==> src/rtl/i2s_pkg.sv <==
// Shared constants for the I2S transmitter: default slot width, bit-clock
// divider and the frame length derived from the slot width.
package i2s_pkg;

    localparam int DATA_SIZE_DEF  = 16;
    localparam int CLK_DIV_DEF    = 8;
    localparam int FRAME_BITS_DEF = 2 * DATA_SIZE_DEF;

    // A frame carries one left and one right slot back to back.
    function automatic int frame_len(input int data_size);
        return 2 * data_size;
    endfunction

endpackage

==> src/rtl/i2s_clk_gen.sv <==
// Bit-clock generator: divides clk down to i2s_sck and flags the cycle in
// which i2s_sck is about to fall, so the data path can update on it.
module i2s_clk_gen
    import i2s_pkg::*;
#(
    parameter int CLK_DIV = CLK_DIV_DEF
) (
    input  logic clk,
    input  logic rst,
    output logic i2s_sck,
    output logic fall_tick
);

    localparam int CW = (CLK_DIV > 1) ? $clog2(CLK_DIV) : 1;

    logic [CW-1:0] div_cnt;
    logic          wrap;

    assign wrap      = (div_cnt == CW'(CLK_DIV - 1));
    assign fall_tick = wrap && i2s_sck;

    // NOTE: sequential state uses non-blocking assignments so every register
    // samples pre-edge values, independent of statement order.
    always_ff @(posedge clk or posedge rst) begin
        if (rst) begin
            div_cnt <= '0;
            i2s_sck <= 1'b0;
        end else if (wrap) begin
            div_cnt <= '0;
            i2s_sck <= ~i2s_sck;
        end else begin
            div_cnt <= div_cnt + 1'b1;
        end
    end

endmodule

==> src/rtl/transmitter_i2s.sv <==
// I2S transmitter: one-deep holding register for a stereo pair, loaded into a
// frame-wide shift register at each frame start and sent MSB first.
module transmitter_i2s
    import i2s_pkg::*;
#(
    parameter int DATA_SIZE = DATA_SIZE_DEF,
    parameter int CLK_DIV   = CLK_DIV_DEF
) (
    input  logic                 clk,
    input  logic                 rst,
    input  logic [DATA_SIZE-1:0] audio_left,
    input  logic [DATA_SIZE-1:0] audio_right,
    input  logic                 valid,
    output logic                 ready,
    output logic                 i2s_sck,
    output logic                 i2s_ws,
    output logic                 i2s_sd,
    output logic                 underrun
);

    localparam int FRAME = frame_len(DATA_SIZE);
    localparam int BW    = $clog2(FRAME);

    localparam logic [BW-1:0] LAST_BIT = BW'(FRAME - 1);
    localparam logic [BW-1:0] WS_FIRST = BW'(DATA_SIZE - 1);
    localparam logic [BW-1:0] WS_LAST  = BW'(FRAME - 2);

    logic                 fall_tick;
    logic                 frame_start;
    logic                 accept;
    logic                 hold_full;
    logic [DATA_SIZE-1:0] hold_left;
    logic [DATA_SIZE-1:0] hold_right;
    logic [FRAME-1:0]     frame_word;
    logic [FRAME-1:0]     shift_reg;
    logic [BW-1:0]        bit_idx;
    logic [BW-1:0]        bit_next;

    i2s_clk_gen #(
        .CLK_DIV (CLK_DIV)
    ) u_clk_gen (
        .clk       (clk),
        .rst       (rst),
        .i2s_sck   (i2s_sck),
        .fall_tick (fall_tick)
    );

    assign frame_start = fall_tick && (bit_idx == LAST_BIT);
    assign ready       = !hold_full;
    assign accept      = valid && !hold_full;
    assign underrun    = frame_start && !hold_full;
    assign bit_next    = (bit_idx == LAST_BIT) ? '0 : bit_idx + 1'b1;
    assign frame_word  = hold_full ? {hold_left, hold_right} : '0;

    // A frame start drains a full register; an empty one may accept in the
    // same cycle, and that pair waits for the following frame.
    always_ff @(posedge clk or posedge rst) begin
        if (rst) begin
            hold_full <= 1'b0;
        end else if (frame_start && hold_full) begin
            hold_full <= 1'b0;
        end else if (accept) begin
            hold_full <= 1'b1;
        end
    end

    // NOTE: the held sample words carry no reset; hold_full alone decides
    // whether they are ever used, so resetting them would buy nothing.
    always_ff @(posedge clk) begin
        if (accept) begin
            hold_left  <= audio_left;
            hold_right <= audio_right;
        end
    end

    always_ff @(posedge clk or posedge rst) begin
        if (rst) begin
            bit_idx   <= LAST_BIT;
            shift_reg <= '0;
            i2s_sd    <= 1'b0;
            i2s_ws    <= 1'b0;
        end else if (fall_tick) begin
            bit_idx <= bit_next;
            // WS switches one bit ahead of the slot it announces.
            i2s_ws  <= (bit_next >= WS_FIRST) && (bit_next <= WS_LAST);
            if (frame_start) begin
                i2s_sd    <= frame_word[FRAME-1];
                shift_reg <= {frame_word[FRAME-2:0], 1'b0};
            end else begin
                i2s_sd    <= shift_reg[FRAME-1];
                shift_reg <= {shift_reg[FRAME-2:0], 1'b0};
            end
        end
    end

endmodule

==> config.mk <==
export PLATFORM = sky130hd
export DESIGN_NAME = transmitter_i2s
export DESIGN_NICKNAME = d
export VERILOG_FILES = /design/src/rtl/i2s_pkg.sv /design/src/rtl/i2s_clk_gen.sv /design/src/rtl/transmitter_i2s.sv
export SDC_FILE = /design/constraint.sdc
export NUM_CORES = 1
export LEC_CHECK = 0
export CORE_MARGIN = 10
export CORE_UTILIZATION = 49
export DETAILED_ROUTE_END_ITERATION = 6
export PLACE_DENSITY_LB_ADDON = 0.15
export SLEW_MARGIN = 20
export SYNTH_ARGS = -nofsm -noshare
export SYNTH_HDL_FRONTEND = slang
export SYNTH_SLANG_ARGS = --single-unit
==> constraint.sdc <==
create_clock -name clk -period 2.7 [get_ports clk]
set_clock_uncertainty 0.15 [all_clocks]
set_input_delay 0.54 -clock clk [delete_from_list [all_inputs] [get_ports clk]]
set_output_delay 0.54 -clock clk [all_outputs]
set_load 0.05 [all_outputs]
# Yosys cells after proc, flatten, opt, wreduce, memory -nomap -nowiden
# Index checks and enable logic that the tools add are counted.
dict set report word_totals {
  regBits 76
  output_inout_bits 5
  wordCells 31
  in_bits 35
}
dict set report classes {
  n_reduce_logical 8
  bitwise 1
  addsub 2
  muxes 7
  n_eq_ne 2
  magnitude_cmp 2
}
# op n
set ops {}
lappend ops {{32-bit two-way mux} 2}
lappend ops {{1-bit logical AND} 6}
lappend ops {{5-bit by 1-bit adder with 5-bit output (second input constant)} 1}
lappend ops {{5-bit == test (second input constant)} 1}
lappend ops {{5-bit by 4-bit greater-or-equal comparator with 1-bit output (second input constant)} 1}
lappend ops {{5-bit <= comparator (second input constant)} 1}
lappend ops {{5-bit two-way mux} 1}
lappend ops {{3-bit by 1-bit adder with 3-bit output (second input constant)} 1}
lappend ops {{3-bit == test (second input constant)} 1}
lappend ops {{1-bit two-way mux} 3}
lappend ops {{3-bit two-way mux} 1}
lappend ops {{2-bit nonzero test} 1}
lappend ops {{1-bit zero test} 1}
lappend ops {{1-bit NOT} 1}

# Depth between registers and ports, before layout
dict set report logic_depth {
  word_depth 5
  ltp_mapped 8
  depth_no_buf 7
}

# By module
# From an unflattened synthesis, not the netlist that was laid out.
dict set report unflattened {
  cells_unflattened 262
  area_unflattened_um2 3072.9
}
# module instances seq_area_each_um2 cells_each area_per_inst_um2
set modules_own_cells {}
lappend modules_own_cells {transmitter_i2s 1 1943.1 252 2924.1}
lappend modules_own_cells {i2s_clk_gen 1 100.1 10 148.9}

# Least setup slack after synthesis
# OpenSTA, ideal clock, no wires.
dict set report synth_timing {
  path_kind {flip-flop to output port}
  start {register bit_idx[0]}
  end {output underrun}
  path_stages_with_launch 8
  required_time_ns 2.010
  n_path_buf 2
  arrival_time_ns 2.253
  slack_ns -0.243
  cell_sequence {dfstp_2 -> ha_1 -> and3_1 -> ha_1 -> buf_2 -> buf_2 -> nand2_1 -> nor2_1}
}
dict set report synth_via {
  elab_chain_cells 3
}
# item line
set synth_lines {}
lappend synth_lines {{start: declaration} transmitter_i2s.sv:36} ;# logic [BW-1:0] bit_idx;
lappend synth_lines {{start signal: assignment} transmitter_i2s.sv:83} ;# bit_idx <= bit_next;
lappend synth_lines {{5-bit == test} transmitter_i2s.sv:48} ;# assign frame_start = fall_tick && (bit_idx == LAST_BIT);
lappend synth_lines {{1-bit logical AND} transmitter_i2s.sv:48}
lappend synth_lines {{1-bit logical AND} transmitter_i2s.sv:51} ;# assign underrun = frame_start && !hold_full;
lappend synth_lines {{end: declaration} transmitter_i2s.sv:18} ;# output logic underrun
# Every way passes these cells.

# Worst setup path in the final report
# Same ends and word-level chain as after synthesis.

==> metrics.txt <==
Core Rows 28; largest net degree at the start of global routing 68; drt wl/cell 14.8 µm; min-delay src u_clk_gen.div_cnt[0]; Synth Net Count 307; sequential share of the synthesized area 0.662; PortBufs 39; ys async rst share 0.573; commonest non-fill, non-tap cells in the layout nand2_1, dfrtp_1, clkdlybuf4s50_1, o21ai_0; CP Launch Type flop; Cell Area, Synth 3090 µm²; unrepaired setup endpoints after global routing no; period utilisation layout 0.968; grt total ovfl 0; CTS Hold Bufs 0; DR pass1 iterations 4; Clk network pwr share 0.429; most common cell after layout, fill and taps aside nand2_1; post-route ant nets 0; VDD IR max 336 µV; # IOs 40; top cells by area, synth edfxtp_1, dfrtp_1, a31oi_1, nor2b_1, o21ai_0; slew margin rel. 0.626; final core utilization 0.637; vias 2012; Setup crit end kind output port; worst-margin pin slew 561 ps; PD cells 603 nW/µm²; sequential group share of total power 0.528; max reg flops 31; H-tree depth 3; total CTS buffers 9; fmax 383 MHz; Distinct cells, synth 26; R2R Path End i2s_ws; final setup vio count 0; Layout area overhead 24.4%; starting density of the core 0.512; Most used DFF post-synth dfrtp_1; CTS tree done; vias in the first global route 2054; Post-DP HPWL 3670 µm; clk slew on worst S/H paths 70 ps; reg2reg path depth 8; Via density 5.24; initial antenna violation count 0; total track usage 0.119; Worst Setup EP underrun; drt initial violations 98; # diodes 0; TritonCTS Sinks 75; Yosys top cell area share 0.311; switching power 0.000447 W; filler cell count in the final layout 483; maxcap violations 0; area leader, netlist edfxtp_1; Die W 99.4 µm; Worst EP required 2010 ps; Leak 1.54 nW; status completed; Synth Area per Inst 11.6 µm²; Final Max Tran Viols 0; nets@finish 345; Gates resized, CTS repair 0; Die ar. 9870 µm²; flops & latches, synth 75; CTS max path bufs 2; critical path class reg -> out; CP startpoint bit_idx[0]; internal power 0.00187 W; crit path time final 2610 ps; Synthesis Warnings 0; Post-Synthesis Cells 266; core region area 6030 µm²; share of cells above drive strength 1 0.107; chip height 99.4 µm; Arr. time, crit path 1920 ps; first-pass GRT wire length 9580 µm; # DRC 0; Root Buffer clkbuf_8; final WL 5680 µm; Worst Path Max Fanout 10; Fin Setup TNS 0 ps; switching share of power 0.193; clk_lat worst skew 340 ps; RePlAce Congestion 0.759; worst reg2reg path startpoint bit_idx[0]; hold crit path type reg -> reg; worst hold slack 281 ps; Post-CTS Setup Inserts 0; Comb pwr share 0.043; Hold Vio Cnt, Final 0; R2R setup slack 460 ps; EDFF count, synth 32
-- how the worst min path moves through the flow --
| stage | slack [ps] | to | cells past startpoint |
|---|---|---|---|
| final | 280 | u_clk_gen.div_cnt[0] | 1 |
| after global routing | 330 | u_clk_gen.div_cnt[0] | 1 |
| after CTS | 280 | u_clk_gen.div_cnt[0] | 1 |
| after detailed placement | 270 | u_clk_gen.div_cnt[0] | 1 |
| after global placement | 260 | u_clk_gen.div_cnt[0] | 1 |
| after floorplan | 250 | u_clk_gen.div_cnt[0] | 1 |
-- per-layer routing --
metal / share of wire / wire (µm) / vias up / track usage
li1: - / - / 1018 / -
met1: 0.46 / 2640 / 946 / 0.143
met2: 0.48 / 2710 / 35 / 0.187
met3: 0.038 / 213 / 13 / 0.0346
met4: 0.020 / 114 / 0 / 0.0650
met5: 0 / 0 / - / 0
-- cells in the mapped netlist (2+ instances only) --
cell	count
nand2_1	40
inv_1	4
nor2_1	6
clkbuf_1	12
edfxtp_1	32
o21ai_0	36
a31oi_1	32
nand2b_1	2
dfrtp_1	38
o211ai_1	2
buf_2	5
nand3_1	3
ha_1	6
nor2b_1	32
dfstp_2	5
-- power groups by stage --
| stage | Combinational, W | Sequential [W] | Clock, W |
|---|---|---|---|
| final | 0.000100 | 0.00122 | 0.000994 |
| after global routing | 0.000109 | 0.00122 | 0.00107 |
| after CTS | 0.000103 | 0.00122 | 0.00102 |
| after detailed placement | 0.000102 | 0.00125 | 0 |
| after global placement | 0.000101 | 0.00125 | 0 |
| after floorplan | 0.0000370 | 0.00124 | 0 |
-- worst max-delay path: stages (launching register included) --
cell and delay [ps]:
dfstp_2 620, ha_2 230, and3_1 170, ha_2 210, nand2_1 100, nor2_4 110, buf_12 140
-- cell families (layout without fill, tap and decap cells) --
family / count (synthesis) / count (layout) / share of synthesized area
AND/OR/NAND/NOR: 86 / 86 / 0.137
buffers and inverters: 22 / 65 / 0.0312
AO/OA/AOI/OAI: 76 / 76 / 0.143
flip-flops: 75 / 75 / 0.662
adder cells (fa/ha/maj): 6 / 6 / 0.0243
XOR/XNOR: 1 / 1 / 0.00284
-- layout make-up --
| type | instances | area [µm²] | share of cell area |
|---|---|---|---|
| Timing Repair Buffer | 45 | 480 | 0.125 |
| Inverter | 4 | 15.0 | 0.00391 |
| Multi-Input combinational cell | 169 | 970 | 0.253 |
| Tap cell | 75 | 93.8 | 0.0244 |
| Clock buffer | 13 | 170 | 0.0443 |
| Clock inverter | 3 | 67.6 | 0.0176 |
| Sequential cell | 75 | 2040 | 0.532 |
-- through the flow --
step	power (W)	instance area [µm²]	std cells	worst slack, ps
after floorplan	0.00128	3090	266	103
after global placement	0.00135	3600	368	467
after detailed placement	0.00135	3600	368	448
after CTS	0.00234	3840	384	70.6
after global routing	0.00240	3840	384	5.35
final	0.00232	3840	384	86.9
No activity file was read; power rests on OpenSTA's default activity.
